## config.mk

```make
export PLATFORM = sky130hd
export DESIGN_NAME = pipe_ctrl_regs
export DESIGN_NICKNAME = d
export VERILOG_FILES = /design/src/rtl/core_pkg.sv /design/src/rtl/pipe_stage_reg.sv /design/src/rtl/pipe_ctrl_regs.sv
export SDC_FILE = /design/constraint.sdc
export NUM_CORES = 1
export LEC_CHECK = 0
export CORE_MARGIN = 4
export CORE_UTILIZATION = 48
export DETAILED_ROUTE_END_ITERATION = 16
export PLACE_DENSITY = 0.91
export SYNTH_ARGS = -nofsm -noshare
export SYNTH_HDL_FRONTEND = slang
export SYNTH_SLANG_ARGS = --single-unit
```

## constraint.sdc

```tcl
create_clock -name clk -period 7.3 [get_ports clk]
set_clock_uncertainty 0.2 [all_clocks]
set_input_delay 1.46 -clock clk [delete_from_list [all_inputs] [get_ports clk]]
set_output_delay 1.46 -clock clk [all_outputs]
set_load 0.1 [all_outputs]
```

## src/rtl/core_pkg.sv

```systemverilog
// Shared definitions for the RV64 pipeline stage-register bank:
// bubble instruction, reset PC, result-select encodings and the
// instruction field positions used to pull register addresses.
package core_pkg;

    localparam logic [31:0] NOP_INSTR_C = 32'h0000_0013;   // addi x0,x0,0
    localparam logic [63:0] RESET_PC_C  = 64'h0;

    // Result select driven by the decoder; bit0 marks a load.
    typedef enum logic [1:0] {
        RES_ALU  = 2'b00,
        RES_LOAD = 2'b01,
        RES_PC4  = 2'b10
    } result_src_e;

    localparam int REG_W   = 5;
    localparam int RS1_LSB = 15;
    localparam int RS2_LSB = 20;
    localparam int RD_LSB  = 7;

    // Fields carried through ID/EX.
    typedef struct packed {
        logic             valid;
        logic [REG_W-1:0] rs1;
        logic [REG_W-1:0] rs2;
        logic [REG_W-1:0] rd;
        logic             reg_write;
        logic             mem_write;
        logic             jump;
        logic             branch;
        logic [1:0]       result_src;
    } ex_fields_t;

    // Fields carried through EX/MEM and MEM/WB.
    typedef struct packed {
        logic             valid;
        logic [REG_W-1:0] rd;
        logic             reg_write;
        logic [1:0]       result_src;
    } wb_fields_t;

    function automatic logic [REG_W-1:0] rs1_of(input logic [31:0] instr);
        return instr[RS1_LSB +: REG_W];
    endfunction

    function automatic logic [REG_W-1:0] rs2_of(input logic [31:0] instr);
        return instr[RS2_LSB +: REG_W];
    endfunction

    function automatic logic [REG_W-1:0] rd_of(input logic [31:0] instr);
        return instr[RD_LSB +: REG_W];
    endfunction

endpackage

```

## src/rtl/pipe_stage_reg.sv

```systemverilog
// Generic pipeline stage register. Priority: reset > clear (bubble) >
// hold (enable low) > load. Clear uses the same value as reset so a
// flushed stage looks exactly like a freshly reset one.
module pipe_stage_reg #(
    parameter int           W       = 8,
    parameter logic [W-1:0] RST_VAL = {W{1'b0}}
) (
    input  logic         clk_i,
    input  logic         rst_i,
    input  logic         en_i,
    input  logic         clr_i,
    input  logic [W-1:0] d_i,
    output logic [W-1:0] q_o
);

    logic [W-1:0] stage_q;

    // Stage contents: reset, then bubble on clear, then hold or capture
    always_ff @(posedge clk_i) begin
        if (rst_i) begin
            stage_q <= RST_VAL;
        end else if (clr_i) begin
            stage_q <= RST_VAL;
        end else if (en_i) begin
            stage_q <= d_i;
        end else begin
            stage_q <= stage_q;
        end
    end

    assign q_o = stage_q;

endmodule

```

## src/rtl/pipe_ctrl_regs.sv

```systemverilog
// Stage-register bank between the five RV64 pipeline stages. Carries
// PC/instruction into decode and register addresses/controls through
// EX, MEM and WB, and keeps stall/flush/retire bring-up counters.
module pipe_ctrl_regs
    import core_pkg::*;
#(
    parameter int              XLEN      = 64,
    parameter logic [XLEN-1:0] RESET_PC  = XLEN'(RESET_PC_C),
    parameter logic [31:0]     NOP_INSTR = NOP_INSTR_C,
    parameter int              CNT_W     = 32
) (
    input  logic             clk,
    input  logic             rst,
    input  logic             StallF,
    input  logic             StallD,
    input  logic             FlushD,
    input  logic             FlushE,
    input  logic [XLEN-1:0]  PCNextF,
    input  logic [31:0]      InstrF,
    input  logic             RegWriteD,
    input  logic             MemWriteD,
    input  logic             JumpD,
    input  logic             BranchD,
    input  logic [1:0]       ResultSrcD,
    output logic [XLEN-1:0]  PCF,
    output logic [31:0]      InstrD,
    output logic [XLEN-1:0]  PCD,
    output logic [4:0]       A1,
    output logic [4:0]       A2,
    output logic [4:0]       Rs1E,
    output logic [4:0]       Rs2E,
    output logic [4:0]       RdE,
    output logic             RegWriteE,
    output logic             MemWriteE,
    output logic             JumpE,
    output logic             BranchE,
    output logic [1:0]       ResultSrcE,
    output logic [4:0]       RdM,
    output logic             RegWriteM,
    output logic [1:0]       ResultSrcM,
    output logic [4:0]       RdW,
    output logic             RegWriteW,
    output logic [1:0]       ResultSrcW,
    output logic [CNT_W-1:0] StallCnt,
    output logic [CNT_W-1:0] FlushCnt,
    output logic [CNT_W-1:0] RetireCnt
);

    localparam int DW = 1 + XLEN + 32;

    logic       valid_d_s;
    ex_fields_t ex_d, ex_q;
    wb_fields_t mem_d, mem_q, wb_q;

    logic [CNT_W-1:0] stall_cnt_d, stall_cnt_q;
    logic [CNT_W-1:0] flush_cnt_d, flush_cnt_q;
    logic [CNT_W-1:0] retire_cnt_d, retire_cnt_q;

    // Fetch PC
    pipe_stage_reg #(.W(XLEN), .RST_VAL(RESET_PC)) u_pc (
        .clk_i (clk), .rst_i (rst), .en_i (~StallF), .clr_i (1'b0),
        .d_i   (PCNextF), .q_o (PCF)
    );

    // IF/ID: {valid, pc, instr}; a flushed entry becomes a NOP bubble
    pipe_stage_reg #(.W(DW), .RST_VAL({1'b0, {XLEN{1'b0}}, NOP_INSTR})) u_ifid (
        .clk_i (clk), .rst_i (rst), .en_i (~StallD), .clr_i (FlushD),
        .d_i   ({1'b1, PCF, InstrF}), .q_o ({valid_d_s, PCD, InstrD})
    );

    assign A1 = rs1_of(InstrD);
    assign A2 = rs2_of(InstrD);

    // ID/EX next value; an invalid decode slot enters EX as an all-zero
    // bubble so it can never match a forwarding or load-use compare
    always_comb begin
        ex_d = '0;
        if (valid_d_s) begin
            ex_d.valid      = 1'b1;
            ex_d.rs1        = A1;
            ex_d.rs2        = A2;
            ex_d.rd         = rd_of(InstrD);
            ex_d.reg_write  = RegWriteD;
            ex_d.mem_write  = MemWriteD;
            ex_d.jump       = JumpD;
            ex_d.branch     = BranchD;
            ex_d.result_src = ResultSrcD;
        end else begin
            ex_d = '0;
        end
    end

    pipe_stage_reg #(.W($bits(ex_fields_t))) u_idex (
        .clk_i (clk), .rst_i (rst), .en_i (1'b1), .clr_i (FlushE),
        .d_i   (ex_d), .q_o (ex_q)
    );

    assign mem_d = '{valid: ex_q.valid, rd: ex_q.rd,
                     reg_write: ex_q.reg_write, result_src: ex_q.result_src};

    pipe_stage_reg #(.W($bits(wb_fields_t))) u_exmem (
        .clk_i (clk), .rst_i (rst), .en_i (1'b1), .clr_i (1'b0),
        .d_i   (mem_d), .q_o (mem_q)
    );

    pipe_stage_reg #(.W($bits(wb_fields_t))) u_memwb (
        .clk_i (clk), .rst_i (rst), .en_i (1'b1), .clr_i (1'b0),
        .d_i   (mem_q), .q_o (wb_q)
    );

    assign Rs1E       = ex_q.rs1;
    assign Rs2E       = ex_q.rs2;
    assign RdE        = ex_q.rd;
    assign RegWriteE  = ex_q.reg_write;
    assign MemWriteE  = ex_q.mem_write;
    assign JumpE      = ex_q.jump;
    assign BranchE    = ex_q.branch;
    assign ResultSrcE = ex_q.result_src;
    assign RdM        = mem_q.rd;
    assign RegWriteM  = mem_q.reg_write;
    assign ResultSrcM = mem_q.result_src;
    assign RdW        = wb_q.rd;
    assign RegWriteW  = wb_q.reg_write;
    assign ResultSrcW = wb_q.result_src;

    // Counter increments; all wrap naturally at 2^CNT_W
    always_comb begin
        stall_cnt_d  = stall_cnt_q  + CNT_W'(StallF);
        flush_cnt_d  = flush_cnt_q  + CNT_W'(FlushD);
        retire_cnt_d = retire_cnt_q + CNT_W'(wb_q.valid);
    end

    // Counter registers
    always_ff @(posedge clk) begin
        if (rst) begin
            stall_cnt_q  <= {CNT_W{1'b0}};
            flush_cnt_q  <= {CNT_W{1'b0}};
            retire_cnt_q <= {CNT_W{1'b0}};
        end else begin
            stall_cnt_q  <= stall_cnt_d;
            flush_cnt_q  <= flush_cnt_d;
            retire_cnt_q <= retire_cnt_d;
        end
    end

    assign StallCnt  = stall_cnt_q;
    assign FlushCnt  = flush_cnt_q;
    assign RetireCnt = retire_cnt_q;

endmodule
```

# [Yosys cells after proc, flatten, opt, wreduce, memory -nomap -nowiden]
# Index checks and enable logic that the tools add are counted.
[totals] regBits=297 latch_bits=0 mem_bits_rw=0 romBits=0 input_bits=108 output_inout_bits=303 elab_cells=17 mem_count=0
[classes] addsub=3 mul=0 div=0 magnitude_cmp=0 n_eq_ne=0 shifts=0 muxes=1 bitwise_logic=1 n_reduce_logical=3
[op_table] cell="adder 32 x 1 -> 32 bit" n=3
[op_table] cell="two-way mux 22 bit" n=1
[op_table] cell="OR reduction 2 bit" n=2
[op_table] cell="OR reduction 3 bit" n=1
[op_table] cell="inverter 1 bit" n=1

# [Longest topological paths before layout]
# Gate-level depths: netlist of run 1.
[depth] word_depth=2 depth_mapped=8 ltp_nobuf=6

# [By module]
# From an unflattened synthesis of run 1, not the netlist that was laid out.
[hier_totals] cells_unflattened=1218 hier_area_um2=12071.6
[by_module_without_submodules] mod="pipe_ctrl_regs" n_inst=1 cells_per_inst=564 area_per_inst_um2=4760.8 seq_area_each_um2=1921.8
[by_module_without_submodules] mod="pipe_stage_reg at u_ifid" n_inst=1 cells_per_inst=315 area_per_inst_um2=3478.3 seq_area_each_um2=1941.9
[by_module_without_submodules] mod="pipe_stage_reg at u_pc" n_inst=1 cells_per_inst=207 area_per_inst_um2=2348.5 seq_area_each_um2=1281.2
[by_module_without_submodules] mod="pipe_stage_reg at u_idex" n_inst=1 cells_per_inst=72 area_per_inst_um2=825.8 seq_area_each_um2=440.4
[by_module_without_submodules] mod="pipe_stage_reg at u_exmem ..." n_inst=2 cells_per_inst=30 area_per_inst_um2=329.1 seq_area_each_um2=180.2

# [Least setup slack after synthesis of run 1]
# Ideal clock, no wire load.
[synth_path] kind="input -> register" start="input FlushD" end="register flush_cnt_q[24], in the netlist FlushCnt[24]" setup_time_ns=0.121 arrival_ns=3.341 required_ns=6.979 slack_ns=3.638 stages=7 n_path_buf=1 path_cell_list="ha_1 -> ha_1 -> nand4_1 -> or4_1 -> clkbuf_1 -> nor4_1 -> mux2_2"
[synth_between] elab_chain_len=1
[synth_lines] item="start: declaration" line_no="pipe_ctrl_regs.sv:16" text="input logic FlushD,"
[synth_lines] item="adder 32 x 1 -> 32 bit" line_no="pipe_ctrl_regs.sv:129" text="flush_cnt_d = flush_cnt_q + CNT_W'(FlushD);"
[synth_lines] item="end signal: assignment" line_no="pipe_ctrl_regs.sv:137" text="flush_cnt_q <= {CNT_W{1'b0}};"
[synth_lines] item="end signal: assignment" line_no="pipe_ctrl_regs.sv:141" text="flush_cnt_q <= flush_cnt_d;"
[synth_lines] item="end: declaration" line_no="pipe_ctrl_regs.sv:56" text="logic [CNT_W-1:0] flush_cnt_d, flush_cnt_q;"
# Every way passes these cells.
# A chain may end at the register's enable or synchronous reset.

# [Final worst setup path of run 1]
# Same ends and word-level chain as after synthesis.

==> results.ini, run 1 <==
[run_status]
status = complete, no violations

[global_routing]
total_congestion_overflow = 0
initial_antenna_violation_count = 5
grtUsageTotal = 0.261
grt_pass1_vias = 10226
grt_pass1_wl_mm = 55.4
pin_count_of_the_biggest_net_entering_global_routing = 121

[die]
placementRows = 56
design.portCount = 411
floorplan.initialDensity = 0.488
die_width_um = 162
floorplan.die.height_um = 162
die_area_um2 = 26300
floorplan.core_area_um2 = 23400

[power_and_ir_drop]
power_density_nw_per_um2 = 235
vdd_ir_drop_max_mv = 0.224
cellLeakagePower_nw = 6.17

[yosys]
synth_sequential_area_ratio = 0.521
synth_edf_count = 0
post-synth-top-area-fraction = 0.521
postSynthAreaPerCell_um2 = 9.80
synthFlopType = dfxtp_1
yosys_warnings = 0
netlist_area_before_placement_um2 = 11400
netlist_top_cells_area = dfxtp_1 (52%), mux2i_1 (14%), nor2_1 (6.7%), buf_4 (2.7%), or4_1 (2.5%)
distinct_cells_synth = 34
ys_ff_latch = 297
synth.net_count = 1280
netlist.top_cell.by_area = dfxtp_1
synth_async_sr_flop_share = 0
synthCells = 1165

[layout]
ff_latch_area_um2 = 5950
layout.nets = 1620
final.fill_count = 1610
synthToLayoutAreaGrowth_pct = 44.3
multi_input_gate_area_um2 = 4830
layoutNonFillerInstCount = 1852
share_of_cells_above_drive_strength_1 = 0.0445
final_cell_mix = clkdlybuf4s50_1 (407), dfxtp_1 (297), nor2_1 (203)
final_common_cell = clkdlybuf4s50_1
design_area_um2 = 16500

[placed_design]
detailed_place.area_um2 = 15400
finalWeightedCongestion = 0.825
dp_cells = 1792
post-dp-hpwl_mm = 24.7
place.port_buffers = 410

[route]
ant_nets = 0
via_count = 9940
iteration_0_drc_count_of_the_detailed_router = 907
finalWirelength_mm = 36.3
detailedRoute.firstPassIterationCount = 5
post_drt_wl_per_cell_um = 19.6
route.detailed.vias_per_inst = 5.37
remaining_drc_errors = 0

[timing]
finalMaxSlewViolations = 0
grt_setup_unrepaired = no
fin_crit_ns = 4.03
tightestPinTransition_ns = 1.13
finalSetupTns_ns = 0
min_period_over_period = 0.552
highest_clock_frequency_the_design_can_meet_mhz = 248
report.final.hold_viol_count = 0
slew_headroom = 0.248
timing.final.setup_violations = 0

[cts]
clkTransAtPathRegs_ns = 0.06
clk_latency_ns = 0.56
cts_root_buffer = clkbuf_16
clock_sinks = 297
cts_repair_resize_count = 0
postCtsSetupRepairBufs = 0
cts_max_level = 1
worst_case_clock_buffer_depth = 3
cts-buffers-inserted = 30
tritoncts = built
number_of_buffers_added_to_fix_hold_violations_after_cts = 0

[job]
max_cap_viol_count = 0

[min_path]
hold_class = reg2reg
hold_start = u_exmem.q_o[8]

[setup_path]
start_kind = input port
path_max_fanout = 16
cp-startpoint = FlushD
arrival_ns = 4.27
worstReg2RegStart = StallCnt[0]
criticalPathCategory = in2reg
crit_required_ns = 7.54
timing.critical_path.to_type = register

[through the flow]
stage               hold slack (ns)  utilization  setup WS [ns]  power (mW)
global placement              0.226        0.658           2.80        2.25
global route                  0.263        0.704           3.14        3.98
detailed placement            0.227        0.658           2.69        2.26
finish                        0.237        0.704           3.27        3.88
CTS                           0.242        0.703           3.28        3.90
floorplan                     0.214            -           3.64        2.09
[cell usage after synthesis, types with 7 or more instances]
cell,n
dfxtp_1,297
nor2_1,203
mux2i_1,160
clkbuf_1,55
a21oi_1,50
buf_4,41
or4_1,38
nand2_1,31
o31ai_1,31
nand4_1,29
nor2b_1,27
and2_1,25
xnor2_1,24
nand3_1,22
inv_1,20
o21ai_0,17
or3_1,17
nor3_1,12
xor2_1,11
nor4_1,9
and4_1,8
buf_1,8
ha_1,7
[flip-flops by register name, summed over array words and instances (netlist names)]
| register | cells |
|---|---|
| u_idex.q_o | 22 |
| RetireCnt | 32 |
| u_pc.q_o | 64 |
| u_exmem.q_o | 9 |
| u_memwb.q_o | 9 |
| FlushCnt | 32 |
| u_ifid.q_o | 97 |
| StallCnt | 32 |
[critical path, stage by stage]
cell,delay [ns]
clkdlybuf4s50_1,0.57
ha_1,0.24
ha_1,0.22
nand4_1,0.22
or4_1,0.79
nor4_1,0.40
mux2_2,0.37
[cell families after synthesis]
| kind of cell | after synthesis | synth area share |
|---|---|---|
| compound gates | 103 | 0.0538 |
| buf+inv | 127 | 0.0561 |
| flops | 297 | 0.521 |
| fa+ha+maj | 7 | 0.00767 |
| mux | 165 | 0.145 |
| simple gates | 431 | 0.189 |
| xor+xnor | 35 | 0.0269 |
[layout make-up]
class / count / area share
Multi-Input combinational cell: 741 / 0.293
Inverter: 20 / 0.00456
Antenna cell: 5 / 0.000760
Tap cell: 319 / 0.0242
Clock inverter: 12 / 0.0125
Sequential cell: 297 / 0.361
Clock buffer: 43 / 0.0522
Timing Repair Buffer: 415 / 0.251
[routing by layer]
| metal | up-vias | share of wire | track usage |
|---|---|---|---|
| li1 | 4673 | - | - |
| met1 | 4744 | 0.36 | 0.283 |
| met2 | 427 | 0.50 | 0.461 |
| met3 | 96 | 0.091 | 0.0924 |
| met4 | 0 | 0.044 | 0.115 |
| met5 | - | 0 | 0 |
[power breakdown]
part / internal (mW) / switching, mW / leakage [nW]
Clock: 0.996 / 0.646 / 0.521
Sequential: 1.66 / 0.0316 / 2.41
Combinational: 0.158 / 0.386 / 3.24
[worst paths after layout]
kind | to | slack, ns | cells after the start
max reg2reg | StallCnt[30] | 4.30 | 6
min | u_memwb.q_o[8] | 0.24 | 1
min reg2reg | u_memwb.q_o[8] | 0.24 | 1
max | FlushCnt[24] | 3.27 | 7
(Power assumes the default switching activity.)
==> inputs of run 2 (changes only) <==
--- a/config.mk
+++ b/config.mk
@@ -6,9 +6,9 @@
 export NUM_CORES = 1
 export LEC_CHECK = 0
 export CORE_MARGIN = 4
-export CORE_UTILIZATION = 48
+export CORE_UTILIZATION = 41
 export DETAILED_ROUTE_END_ITERATION = 16
-export PLACE_DENSITY = 0.91
+export PLACE_DENSITY = 0.83
 export SYNTH_ARGS = -nofsm -noshare
 export SYNTH_HDL_FRONTEND = slang
 export SYNTH_SLANG_ARGS = --single-unit
==> constraint.sdc (replaced) <==
create_clock -name clk -period 3.4 [get_ports clk]
set_clock_uncertainty 0.2 [all_clocks]
set_input_delay 0.68 -clock clk [delete_from_list [all_inputs] [get_ports clk]]
set_output_delay 0.68 -clock clk [all_outputs]
set_load 0.1 [all_outputs]
==> results.ini, run 2 (same netlist as run 1, synthesis figures left out) <==
[run_status]
status = complete, no violations

[die]
design.portCount = 411
floorplan.core_area_um2 = 27200
floorplan.die.height_um = 175
placementRows = 60
die_area_um2 = 30600
die_width_um = 175
floorplan.initialDensity = 0.420

[cts]
clk_latency_ns = 0.50
tritoncts = built
clock_sinks = 297
worst_case_clock_buffer_depth = 3
cts_repair_resize_count = 0
postCtsSetupRepairBufs = 0
number_of_buffers_added_to_fix_hold_violations_after_cts = 0
cts_max_level = 2
cts_root_buffer = clkbuf_16
clkTransAtPathRegs_ns = 0.06
cts-buffers-inserted = 34

[setup_path]
path_max_fanout = 13
criticalPathCategory = in2reg
crit_required_ns = 3.59
timing.critical_path.to_type = register
arrival_ns = 3.10
start_kind = input port

[placed_design]
finalWeightedCongestion = 0.819
place.port_buffers = 410
dp_cells = 1858
post-dp-hpwl_mm = 24.5
detailed_place.area_um2 = 14800

[layout]
final_core_util = 0.590
share_of_cells_above_drive_strength_1 = 0.255
largest_register_ff_count = 97
layout.nets = 1637
layoutNonFillerInstCount = 1924
design_area_um2 = 16000
synthToLayoutAreaGrowth_pct = 40.5
final_cell_mix = buf_4 (320), dfxtp_1 (297), nor2_1 (203)
final_common_cell = buf_4

[global_routing]
initial_antenna_violation_count = 5
pin_count_of_the_biggest_net_entering_global_routing = 80
grt_pass1_vias = 9551
total_congestion_overflow = 0
grtUsageTotal = 0.210
grt_pass1_wl_mm = 52.5

[power_and_ir_drop]
cellLeakagePower_nw = 6.88
power_density_nw_per_um2 = 534
p_total_mw = 8.55
vdd_ir_drop_max_mv = 0.465

[route]
ant_nets = 0
via_count = 9781
iteration_0_drc_count_of_the_detailed_router = 584
detailedRoute.firstPassIterationCount = 5
finalWirelength_mm = 34.0
post_drt_wl_per_cell_um = 17.6
remaining_drc_errors = 0
route.detailed.vias_per_inst = 5.08

[timing]
fin_crit_ns = 2.91
slew_headroom = 0.355
report.final.hold_viol_count = 0
grt_setup_unrepaired = no
min_period_over_period = 0.855
timing.final.setup_violations = 0
highest_clock_frequency_the_design_can_meet_mhz = 344
finalMaxSlewViolations = 0
tightestPinTransition_ns = 0.967

[job]
max_cap_viol_count = 0

[min_path]
hold_class = reg2reg

[run 2: changes by cell type in the layout (fill, tap and decap cells not counted), moves of 2 or more]
cell             before  now
clkinvlp_4            1    5
clkbuf_1              7    3
clkbuf_16            30   35
inv_6                 0    2
buf_12                0    3
clkdlybuf4s50_1     407  104
buf_4                 7  320
[run 2: critical path, stage by stage]
cell and delay [ns]:
clkdlybuf4s50_1 0.52, ha_1 0.18, ha_1 0.17, nand4_1 0.12, or4_1 0.69, nor4_1 0.37, mux2_2 0.36
[run 2: path summary, 6_finish.rpt]
check	depth (start not counted)	start	to	slack, ns
min	1	u_exmem.q_o[1]	u_memwb.q_o[1]	0.27
max reg2reg	6	StallCnt[0]	StallCnt[28]	0.82
min reg2reg	1	u_exmem.q_o[1]	u_memwb.q_o[1]	0.27
max	7	FlushD	FlushCnt[24]	0.49
[run 2: per-stage QoR]
stage               hold WS, ns  setup TNS, ns  setup slack, ns
global placement          0.245              0           0.0555
CTS                       0.268              0            0.516
finish                    0.266              0            0.492
detailed placement        0.251        -0.0122          -0.0122
floorplan                 0.214              0            0.101
global route              0.285              0            0.397
[run 2: area by class of cell]
class	instances	area, um^2
diodes	5	12.5
clock buffers	44	970
clock inverters	17	216
fillers	2292	11100
inverters	20	75.1
multi-input cells	741	4830
flip-flops and latches	297	5950
well taps	372	465
repair buffers	428	3510
[run 2: routing by layer]
metal  vias to the layer above  share of wire  wire [um]  global-route usage
li1                       4718              -          -                   -
met1                      4656           0.39      13300               0.244
met2                       345           0.50      16900               0.366
met3                        62          0.083       2800              0.0686
met4                         0          0.027        915              0.0694
met5                         -              0          0                   0
[run 2: where the power goes]
part           leakage [nW]  internal [mW]  switching [mW]
sequential             2.41           3.56          0.0665
clock                 0.571           2.34            1.46
combinational          3.90          0.319           0.810
